File: src/rtl/cpu_pkg.sv
// Shared CPU definitions: sequencer state encodings and instruction width.
package cpu_pkg;

    localparam int unsigned INSTR_W = 16;

    typedef enum logic [1:0] {
        ST_FETCH = 2'b00,
        ST_EXEC1 = 2'b01,
        ST_EXEC2 = 2'b10,
        ST_HALT  = 2'b11
    } state_e;

endpackage

File: src/rtl/retire_counter.sv
// Enable-count register with asynchronous active-low clear; wraps at 2^CNT_W.
module retire_counter #(
    parameter int unsigned CNT_W = 16
) (
    input  logic             clk,
    input  logic             rst_n,
    input  logic             en_i,
    output logic [CNT_W-1:0] count_o
);

    logic [CNT_W-1:0] count_q, count_d;

    always_comb begin
        count_d = count_q;
        if (en_i) begin
            count_d = count_q + 1'b1;
        end
    end

    always_ff @(posedge clk or negedge rst_n) begin
        if (!rst_n) begin
            count_q <= '0;
        end else begin
            count_q <= count_d;
        end
    end

    assign count_o = count_q;

endmodule

File: src/rtl/cpu_sequencer.sv
// FETCH/EXEC1/EXEC2/HALT instruction sequencer with IR, jump-history flag,
// halt/resume, single-step and retired-instruction counter.
module cpu_sequencer
    import cpu_pkg::*;
#(
    parameter logic [INSTR_W-1:0] IR_RESET = 16'h0000,
    parameter int unsigned        CNT_W    = 16
) (
    input  logic               clk,
    input  logic               rst_n,
    input  logic [INSTR_W-1:0] instr_rdata,
    input  logic               sm_extra,
    input  logic               stop,
    input  logic               set_jump,
    input  logic               resume,
    input  logic               step_mode,
    output logic [1:0]         state,
    output logic [INSTR_W-1:0] instruction,
    output logic               jump,
    output logic               halted,
    output logic [CNT_W-1:0]   retired_count
);

    state_e             state_q, state_d;
    logic [INSTR_W-1:0] ir_q, ir_d;
    logic               jump_q, jump_d;
    logic               complete;
    logic               ir_load;

    always_ff @(posedge clk or negedge rst_n) begin
        if (!rst_n) begin
            state_q <= ST_FETCH;
        end else begin
            state_q <= state_d;
        end
    end

    always_comb begin
        state_d = state_q;
        unique case (state_q)
            ST_FETCH: state_d = stop ? ST_HALT : ST_EXEC1;
            ST_EXEC1: begin
                if (stop) begin
                    state_d = ST_HALT;
                end else if (sm_extra) begin
                    state_d = ST_EXEC2;
                end else begin
                    state_d = step_mode ? ST_HALT : ST_FETCH;
                end
            end
            ST_EXEC2: begin
                if (stop || step_mode) begin
                    state_d = ST_HALT;
                end else begin
                    state_d = ST_FETCH;
                end
            end
            ST_HALT:  state_d = resume ? ST_FETCH : ST_HALT;
            default:  state_d = ST_FETCH;
        endcase
    end

    // A stop exit never counts as a completion.
    always_comb begin
        complete = 1'b0;
        ir_load  = 1'b0;
        unique case (state_q)
            ST_FETCH: ir_load  = !stop;
            ST_EXEC1: complete = !stop && !sm_extra;
            ST_EXEC2: complete = !stop;
            ST_HALT:  complete = 1'b0;
            default:  complete = 1'b0;
        endcase
    end

    always_comb begin
        ir_d = ir_q;
        if (ir_load) begin
            ir_d = instr_rdata;
        end
    end

    // Set wins over clear; clear only on the edge that leaves EXEC1.
    always_comb begin
        jump_d = jump_q;
        if (set_jump) begin
            jump_d = 1'b1;
        end else if (state_q == ST_EXEC1) begin
            jump_d = 1'b0;
        end
    end

    always_ff @(posedge clk or negedge rst_n) begin
        if (!rst_n) begin
            ir_q   <= IR_RESET;
            jump_q <= 1'b0;
        end else begin
            ir_q   <= ir_d;
            jump_q <= jump_d;
        end
    end

    retire_counter #(
        .CNT_W(CNT_W)
    ) u_retire_counter (
        .clk    (clk),
        .rst_n  (rst_n),
        .en_i   (complete),
        .count_o(retired_count)
    );

    assign state       = state_q;
    assign halted      = (state_q == ST_HALT);
    assign instruction = ir_q;
    assign jump        = jump_q;

endmodule
File: config.mk
export PLATFORM = sky130hd
export DESIGN_NAME = cpu_sequencer
export DESIGN_NICKNAME = d
export VERILOG_FILES = /design/src/rtl/cpu_pkg.sv /design/src/rtl/retire_counter.sv /design/src/rtl/cpu_sequencer.sv
export SDC_FILE = /design/constraint.sdc
export NUM_CORES = 1
export LEC_CHECK = 0
export ABC_AREA = 1
export CAP_MARGIN = 20
export CORE_MARGIN = 2
export CORE_UTILIZATION = 45
export DETAILED_ROUTE_END_ITERATION = 8
export PLACE_DENSITY = 0.79
export SYNTH_ARGS = -nofsm -noshare
export SYNTH_HDL_FRONTEND = slang
export SYNTH_SLANG_ARGS = --single-unit
export TNS_END_PERCENT = 10
File: constraint.sdc
create_clock -name clk -period 1.58 [get_ports clk]
set_input_delay 0.474 -clock clk [delete_from_list [all_inputs] [get_ports clk]]
set_output_delay 0.474 -clock clk [all_outputs]
set_load 0.01 [all_outputs]
==> results of run 1 <==
## power by group
part	internal, mW	switching (mW)
clock network	0.342	0.297
logic	0.848	0.817
registers	1.20	0.158
## cell type report
cell class,count,area (um^2),share of cell area [%]
inverters,33,129,5.04
clock buffers,6,82.6,3.23
multi-input cells,115,788,30.8
well taps,48,60.1,2.35
repair buffers,67,616,24.1
flip-flops and latches,35,876,34.3
clock inverters,1,5.00,0.196
## repair_timing
item                                    in CTS  in global routing
endpoints found under the setup margin      36                 16
buffers inserted                             2                  2
pin swaps                                    0                  6
gates resized for setup                     38                 19
cloned                                       0                  0
## state kept, by name (all words and copies together) (netlist names)
name,flops
u_retire_counter.count_o,16
jump,1
instruction,16
state,2
## path summary, 6_finish.rpt
kind                                             from                                  endpoint  slack, ns  cells after the start
max                                state[1]$_DFF_PN0_                                  state[1]       0.04                      2
min                                             rst_n  u_retire_counter.count_o[14]$_DFFE_PN0P_       0.14                      2
max reg2reg                        state[0]$_DFF_PN0_   u_retire_counter.count_o[9]$_DFFE_PN0P_       0.07                     10
min reg2reg                instruction[5]$_DFFE_PN0P_                instruction[5]$_DFFE_PN0P_       0.49                      1
max in group asynchronous                       rst_n                        state[0]$_DFF_PN0_       1.26                      2
min in group clk           instruction[5]$_DFFE_PN0P_                instruction[5]$_DFFE_PN0P_       0.49                      1
## per-stage QoR
step / power [mW] / instance area (um^2) / util (%)
after CTS: 3.50 / 2480 / 67.2
after global routing: 3.93 / 2560 / 69.3
after global placement: 3.03 / 2420 / 65.6
after floorplan: 2.20 / 1740 / -
after detailed placement: 3.07 / 2420 / 65.6
final: 3.66 / 2560 / 69.3
## per-layer routing
metal	routed length, um	share of wire (%)
met5	0	0
met2	1630	45
met4	31	0.86
met1	1650	46
met3	283	7.9
## cells in the final DEF (no fill, tap or decap), types with 3 or more instances in the layout
cell             count
clkbuf_8             6
dfrtp_1             35
mux2_1              10
xor2_1               5
clkdlybuf4s50_1     21
inv_2                7
mux2_2               6
nor2_2               4
dlygate4sd2_1       34
nand3_2              3
nand2_4              3
nor2_1               8
nand2_2              3
nand2_1             43
inv_1               24
buf_4                6
nand3_1              8
## synthesized netlist by cell type
cell | count | area share, %
o21ai_1 | 1 | 0.29
nand3b_1 | 1 | 0.43
a21o_1 | 1 | 0.43
nor2_1 | 8 | 1.7
o21ai_0 | 2 | 0.57
nand2_1 | 45 | 9.7
dfrtp_1 | 35 | 50
buf_6 | 1 | 0.65
inv_1 | 26 | 5.6
xnor2_1 | 2 | 1.0
nand2_4 | 2 | 1.3
nand4_1 | 2 | 0.72
nor2_2 | 4 | 1.4
mux2_2 | 6 | 3.9
a21oi_4 | 1 | 0.93
mux2_1 | 10 | 6.5
nor3_1 | 1 | 0.29
nand3_1 | 11 | 3.2
nand2_2 | 2 | 0.72
ha_1 | 6 | 4.3
o22ai_1 | 1 | 0.36
a21oi_1 | 2 | 0.57
nor2_4 | 2 | 1.3
inv_2 | 7 | 1.5
xor2_1 | 5 | 2.5
## kinds of logic after synthesis
kind of cell             after synthesis  share of synthesized area (%)
AO/OA/AOI/OAI                          8                           3.16
adder cells (fa/ha/maj)                6                           4.30
flip-flops                            35                           50.2
XOR/XNOR                               7                           3.52
AND/OR/NAND/NOR                       78                           20.7
multiplexers                          16                           10.3
buffers and inverters                 34                           7.75
==> impl_results.html, run 1 <==
<table>
<tr><th>Metric</th><th>Value</th></tr>
<tr><th colspan="2">Status</th></tr>
<tr><td>Outcome</td><td>completed</td></tr>
<tr><th colspan="2">Critical path</th></tr>
<tr><td>Maximum single-stage delay on the critical path</td><td>0.39 ns</td></tr>
<tr><td>Largest fanout of any net on the critical path</td><td>3</td></tr>
<tr><td>Worst-path cell chain</td><td>buf_6 &gt; dlygate4sd2_1</td></tr>
<tr><td>Library cell contributing the largest single delay on the critical path</td><td>dfrtp_1</td></tr>
<tr><td>Crit end category</td><td>output pin</td></tr>
<tr><td>Cell family contributing the most delay on the critical path</td><td>buffers and inverters</td></tr>
<tr><td>WP data required</td><td>1.11 ns</td></tr>
<tr><td>CP startpoint kind</td><td>flip-flop</td></tr>
<tr><td>Buf+Inv Stages, Crit Path</td><td>2</td></tr>
<tr><td>Data arrival time of the critical path</td><td>1.07 ns</td></tr>
<tr><td>Startpoint-to-endpoint class of the critical path</td><td>reg -&gt; out</td></tr>
<tr><th colspan="2">GRT</th></tr>
<tr><td>Global-route wire length before repair</td><td>5730 um</td></tr>
<tr><td>Maximum number of pins on one net before global-route repair</td><td>36</td></tr>
<tr><td>GR met2 Demand/Resource</td><td>27.8%</td></tr>
<tr><td>Combined global-route utilization of all metal layers</td><td>17.1%</td></tr>
<tr><td>Met1 Resource Use GR</td><td>22.4%</td></tr>
<tr><td>Vias in the first global route</td><td>1298</td></tr>
<tr><td>Most heavily used metal layer in global routing</td><td>met2</td></tr>
<tr><td>Met3 track utilization from global routing</td><td>4.77%</td></tr>
<tr><td>Antenna violations before repair</td><td>0</td></tr>
<tr><td>Overflow after GRT</td><td>0</td></tr>
<tr><th colspan="2">Synthesis</th></tr>
<tr><td>Warning count from the yosys run</td><td>0</td></tr>
<tr><td>Post-Syn Nets</td><td>213</td></tr>
<tr><td>Number of synthesized register bits</td><td>35</td></tr>
<tr><td>Post-synthesis sequential area ratio</td><td>50.2%</td></tr>
<tr><td>Number of unique standard cell types used by synthesis</td><td>25</td></tr>
<tr><td>Post-Synthesis Mean Instance Area</td><td>9.48 um^2</td></tr>
<tr><td>Post-synthesis instance area</td><td>1740 um^2</td></tr>
<tr><td>Post-Syn Instances</td><td>184</td></tr>
<tr><th colspan="2">STA</th></tr>
<tr><td>Setup-violating endpoint count in the final report</td><td>0</td></tr>
<tr><td>Worst relative slew slack</td><td>82.6%</td></tr>
<tr><td>Actual slew at the worst max-slew pin</td><td>0.260 ns</td></tr>
<tr><td>Pins over their slew limit</td><td>0</td></tr>
<tr><td>Maximum achievable frequency</td><td>648 MHz</td></tr>
<tr><td>Final hold slack</td><td>0.137 ns</td></tr>
<tr><td>Final number of hold-violating endpoints</td><td>0</td></tr>
<tr><td>Share of the clock period used by the worst path</td><td>97.7%</td></tr>
<tr><td>Fin worst setup slack</td><td>0.0369 ns</td></tr>
<tr><td>Clock period minus final worst setup slack</td><td>1.54 ns</td></tr>
<tr><td>Worst-case clock skew</td><td>0.00466 ns</td></tr>
<tr><td>RSZ-0062 raised after global routing</td><td>true</td></tr>
<tr><td>Setup TNS</td><td>0 ns</td></tr>
<tr><th colspan="2">Cells and area</th></tr>
<tr><td>Total Nets Final</td><td>286</td></tr>
<tr><td>Count of antenna diodes in the layout</td><td>0</td></tr>
<tr><td>Synthesis-to-layout area growth</td><td>46.6%</td></tr>
<tr><td>Fraction of final layout cells sized beyond drive strength 1</td><td>20.6%</td></tr>
<tr><td>Fill cells</td><td>312</td></tr>
<tr><td>Number of cells in the finished layout apart from fillers</td><td>305</td></tr>
<tr><th colspan="2">Floorplanning</th></tr>
<tr><td>Die W</td><td>66.3 um</td></tr>
<tr><td>Chip Height</td><td>66.3 um</td></tr>
<tr><td>Core Box Area</td><td>3690 um^2</td></tr>
<tr><td>Effective utilization at floorplan</td><td>47.3%</td></tr>
<tr><td>Boundary Pins</td><td>59</td></tr>
<tr><td>Die area</td><td>4390 um^2</td></tr>
<tr><td>Standard-cell rows</td><td>22</td></tr>
<tr><th colspan="2">Power and ir drop</th></tr>
<tr><td>Pwr dens</td><td>1430 nW/um^2</td></tr>
<tr><td>VDD IR-drop max</td><td>0.934 mV</td></tr>
<tr><td>Leakage dissipation</td><td>1.30 nW</td></tr>
<tr><th colspan="2">Place</th></tr>
<tr><td>Number of buffers added on ports</td><td>58</td></tr>
<tr><td>RD Place Congestion</td><td>0.775</td></tr>
<tr><td>Worst-case setup slack after placement</td><td>-0.190 ns</td></tr>
<tr><td>Placed wire-length estimate after detailed placement</td><td>2600 um</td></tr>
<tr><td>Cells after DPL</td><td>294</td></tr>
<tr><th colspan="2">Drt</th></tr>
<tr><td>DRC errors left</td><td>0</td></tr>
<tr><td>Per-cell via count in the routed design</td><td>4.61</td></tr>
<tr><td>DRC violation total after the first TritonRoute iteration</td><td>60</td></tr>
<tr><td>Routed length per placed instance</td><td>11.8 um</td></tr>
<tr><td>Number of iterations in the first detailed-routing pass</td><td>4</td></tr>
<tr><td>Routed vias</td><td>1405</td></tr>
<tr><td>Total routed wirelength</td><td>3590 um</td></tr>
<tr><td>Count of nets left with antenna violations after detail routing</td><td>0</td></tr>
<tr><th colspan="2">Clock network</th></tr>
<tr><td>Maximum buffer depth of the clock tree</td><td>2</td></tr>
<tr><td>Root buf cell</td><td>clkbuf_8</td></tr>
<tr><td>Number of buffers added by the clock tree synthesis step</td><td>5</td></tr>
<tr><td>TritonCTS clock tree</td><td>done</td></tr>
<tr><td>Sink count of the clock tree</td><td>35</td></tr>
<tr><td>Cts-stage hold buffer count</td><td>0</td></tr>
<tr><td>Clock transition time at the flip-flop clock pins of the worst setup and hold paths</td><td>0.07 ns</td></tr>
<tr><td>CTS H-Tree Depth</td><td>2</td></tr>
<tr><td>Clock network latency to the later pin of the worst-skew pair</td><td>0.28 ns</td></tr>
<tr><th colspan="2">Run</th></tr>
<tr><td>Number of max-capacitance violations reported</td><td>0</td></tr>
<tr><th colspan="2">Min path</th></tr>
<tr><td>Worst hold path type</td><td>in -&gt; async</td></tr>
</table>
Power figures use the tool's default switching activity.
==> run 2, diff against run 1 <==
--- a/config.mk
+++ b/config.mk
@@ -7,7 +7,7 @@
 export LEC_CHECK = 0
 export ABC_AREA = 1
 export CAP_MARGIN = 20
-export CORE_MARGIN = 2
+export CORE_MARGIN = 3
 export CORE_UTILIZATION = 45
 export DETAILED_ROUTE_END_ITERATION = 8
 export PLACE_DENSITY = 0.79
==> run 2 against run 1 <==
Against the previous run: via count increased by 0.93%; clock power grew 25%; combinational power down 5%; largest cell class unchanged; final cell count unchanged; global-route usage increased by 0.31 points; largest power group unchanged; sequential power is essentially flat; critical path type unchanged; sequential share of layout area shrank 0.18 points; register-to-register slack is essentially flat.
==> impl_results.html, run 2 (synthesized netlist as in run 1, its figures left out) <==
<table>
<tr><th>Metric</th><th>Value</th></tr>
<tr><th colspan="2">Power and ir drop</th></tr>
<tr><td>NetSw</td><td>1.28 mW</td></tr>
<tr><td>Clock network power share</td><td>21.3%</td></tr>
<tr><td>VDD IR-drop max</td><td>0.886 mV</td></tr>
<tr><td>Register share of total power</td><td>36.4%</td></tr>
<tr><td>Leakage dissipation</td><td>1.32 nW</td></tr>
<tr><td>Relative contribution of combinational cells to total power</td><td>42.3%</td></tr>
<tr><td>Switching fraction of total power</td><td>34.1%</td></tr>
<tr><td>Internal</td><td>2.48 mW</td></tr>
<tr><td>Pwr Total</td><td>3.76 mW</td></tr>
<tr><td>Pwr dens</td><td>1460 nW/um^2</td></tr>
<tr><th colspan="2">STA</th></tr>
<tr><td>RSZ-0062 raised after global routing</td><td>true</td></tr>
<tr><td>Share of the clock period used by the worst path</td><td>96.5%</td></tr>
<tr><td>Actual slew at the worst max-slew pin</td><td>0.264 ns</td></tr>
<tr><td>Setup-violating endpoint count in the final report</td><td>0</td></tr>
<tr><td>Pins over their slew limit</td><td>0</td></tr>
<tr><td>Worst relative slew slack</td><td>82.3%</td></tr>
<tr><td>Final hold slack</td><td>0.128 ns</td></tr>
<tr><td>Final number of hold-violating endpoints</td><td>0</td></tr>
<tr><td>Worst-case clock skew</td><td>0.00834 ns</td></tr>
<tr><td>Maximum achievable frequency</td><td>656 MHz</td></tr>
<tr><td>Clock period minus final worst setup slack</td><td>1.53 ns</td></tr>
<tr><td>Setup TNS</td><td>0 ns</td></tr>
<tr><td>Fin worst setup slack</td><td>0.0549 ns</td></tr>
<tr><th colspan="2">Floorplanning</th></tr>
<tr><td>Standard-cell rows</td><td>21</td></tr>
<tr><td>Chip Height</td><td>68.3 um</td></tr>
<tr><td>Core Box Area</td><td>3520 um^2</td></tr>
<tr><td>Boundary Pins</td><td>59</td></tr>
<tr><td>Die area</td><td>4660 um^2</td></tr>
<tr><td>Die W</td><td>68.3 um</td></tr>
<tr><td>Effective utilization at floorplan</td><td>49.5%</td></tr>
<tr><th colspan="2">Clock network</th></tr>
<tr><td>Clock network latency to the later pin of the worst-skew pair</td><td>0.29 ns</td></tr>
<tr><td>Root buf cell</td><td>clkbuf_8</td></tr>
<tr><td>Clock transition time at the flip-flop clock pins of the worst setup and hold paths</td><td>0.08 ns</td></tr>
<tr><td>Sink count of the clock tree</td><td>35</td></tr>
<tr><td>TritonCTS clock tree</td><td>done</td></tr>
<tr><td>CTS H-Tree Depth</td><td>2</td></tr>
<tr><td>Maximum buffer depth of the clock tree</td><td>2</td></tr>
<tr><td>Number of buffers added by the clock tree synthesis step</td><td>5</td></tr>
<tr><td>Cts-stage hold buffer count</td><td>0</td></tr>
<tr><th colspan="2">Place</th></tr>
<tr><td>Worst-case setup slack after placement</td><td>-0.180 ns</td></tr>
<tr><td>RD Place Congestion</td><td>0.772</td></tr>
<tr><td>Placed wire-length estimate after detailed placement</td><td>2800 um</td></tr>
<tr><td>Number of buffers added on ports</td><td>58</td></tr>
<tr><td>Cells after DPL</td><td>295</td></tr>
<tr><th colspan="2">Critical path</th></tr>
<tr><td>Data arrival time of the critical path</td><td>1.05 ns</td></tr>
<tr><td>Largest fanout of any net on the critical path</td><td>3</td></tr>
<tr><td>Endpoint of the most critical register-to-register path</td><td>u_retire_counter.count_o[11]$_DFFE_PN0P_</td></tr>
<tr><td>Source of the worst register-to-register timing path</td><td>state[0]$_DFF_PN0_</td></tr>
<tr><td>Crit end category</td><td>output pin</td></tr>
<tr><td>Worst-case register-to-register setup slack</td><td>0.08 ns</td></tr>
<tr><td>R2R cell count</td><td>10</td></tr>
<tr><td>WP data required</td><td>1.11 ns</td></tr>
<tr><td>End point of the critical path</td><td>state[0]</td></tr>
<tr><td>Startpoint-to-endpoint class of the critical path</td><td>reg -&gt; out</td></tr>
<tr><td>CP startpoint kind</td><td>flip-flop</td></tr>
<tr><td>Startpoint of the worst setup timing path</td><td>state[0]$_DFF_PN0_</td></tr>
<tr><th colspan="2">Status</th></tr>
<tr><td>Outcome</td><td>completed</td></tr>
<tr><th colspan="2">Drt</th></tr>
<tr><td>Per-cell via count in the routed design</td><td>4.65</td></tr>
<tr><td>Routed vias</td><td>1418</td></tr>
<tr><td>Count of nets left with antenna violations after detail routing</td><td>0</td></tr>
<tr><td>Total routed wirelength</td><td>3750 um</td></tr>
<tr><td>DRC errors left</td><td>0</td></tr>
<tr><td>Number of iterations in the first detailed-routing pass</td><td>4</td></tr>
<tr><td>DRC violation total after the first TritonRoute iteration</td><td>62</td></tr>
<tr><td>Routed length per placed instance</td><td>12.3 um</td></tr>
<tr><th colspan="2">Cells and area</th></tr>
<tr><td>Leading cell type in the layout, fill and taps excluded</td><td>nand2_1</td></tr>
<tr><td>Count of antenna diodes in the layout</td><td>0</td></tr>
<tr><td>Total Nets Final</td><td>287</td></tr>
<tr><td>Number of cells in the finished layout apart from fillers</td><td>305</td></tr>
<tr><td>Fill cells</td><td>287</td></tr>
<tr><td>Synthesis-to-layout area growth</td><td>47.3%</td></tr>
<tr><td>Most frequent cells in the layout</td><td>nand2_1 (43), dfrtp_1 (35), dlygate4sd2_1 (33)</td></tr>
<tr><td>Fraction of final layout cells sized beyond drive strength 1</td><td>20.1%</td></tr>
<tr><th colspan="2">GRT</th></tr>
<tr><td>Global-route wire length before repair</td><td>5980 um</td></tr>
<tr><td>Vias in the first global route</td><td>1350</td></tr>
<tr><td>Antenna violations before repair</td><td>0</td></tr>
<tr><td>Combined global-route utilization of all metal layers</td><td>17.4%</td></tr>
<tr><td>Overflow after GRT</td><td>0</td></tr>
<tr><td>Maximum number of pins on one net before global-route repair</td><td>36</td></tr>
<tr><th colspan="2">Run</th></tr>
<tr><td>Number of max-capacitance violations reported</td><td>0</td></tr>
<tr><th colspan="2">Min path</th></tr>
<tr><td>Worst hold path type</td><td>in -&gt; async</td></tr>
</table>
run 2: final cells by class:
type                       instances  area, um^2  area share, %
sequential                        35         876           34.1
multi-input combinational        115         776           30.2
timing repair buffer              68         624           24.3
inverter                          33         124           4.82
clock buffer                       5        68.8           2.68
tap                               46        57.6           2.24
clock inverter                     3        43.8           1.70
run 2: worst max-delay path, stage by stage, from the launching register on:
cell	delay, ns
dfrtp_1	0.41
buf_6	0.14
clkdlybuf4s15_1	0.22
run 2: metal layers:
layer,track usage (%),vias to the layer above,share of wire [%]
li1,-,713,-
met1,21.2,646,43
met2,29.7,54,48
met3,5.58,5,8.1
met4,4.47,0,0.85
met5,0,-,0
run 2: power by group through the flow:
stage,Sequential [mW],Combinational [mW],Clock (mW)
final,1.37,1.59,0.799
after global routing,1.40,1.75,0.871
after CTS,1.37,1.51,0.820
after detailed placement,1.40,1.68,0
after global placement,1.38,1.65,0
after floorplan,1.54,0.663,0
run 2: worst min-delay path by stage:
| stage | endpoint | slack [ns] | cells past startpoint |
|---|---|---|---|
| after global routing | instruction[15]$_DFFE_PN0P_ | 0.12 | 2 |
| after CTS | instruction[15]$_DFFE_PN0P_ | 0.13 | 2 |
| after floorplan | instruction[0]$_DFFE_PN0P_ | 0.18 | 0 |
| final | u_retire_counter.count_o[12]$_DFFE_PN0P_ | 0.13 | 2 |
| after detailed placement | u_retire_counter.count_o[14]$_DFFE_PN0P_ | 0.45 | 2 |
| after global placement | u_retire_counter.count_o[12]$_DFFE_PN0P_ | 0.45 | 2 |
run 2: metrics by stage:
step                      instance area (um^2)  utilization (%)
after floorplan                           1740                -
after global placement                    2440             69.3
after detailed placement                  2440             69.3
after CTS                                 2530             71.8
after global routing                      2570             73.0
final                                     2570             73.0
run 2: repair_timing:
item / in CTS / in global routing
hold endpoints to repair: 0 / 0
setup buffers: 2 / 0
pin swaps: 0 / 5
gates resized for setup: 40 / 13
setup endpoints to repair: 36 / 18
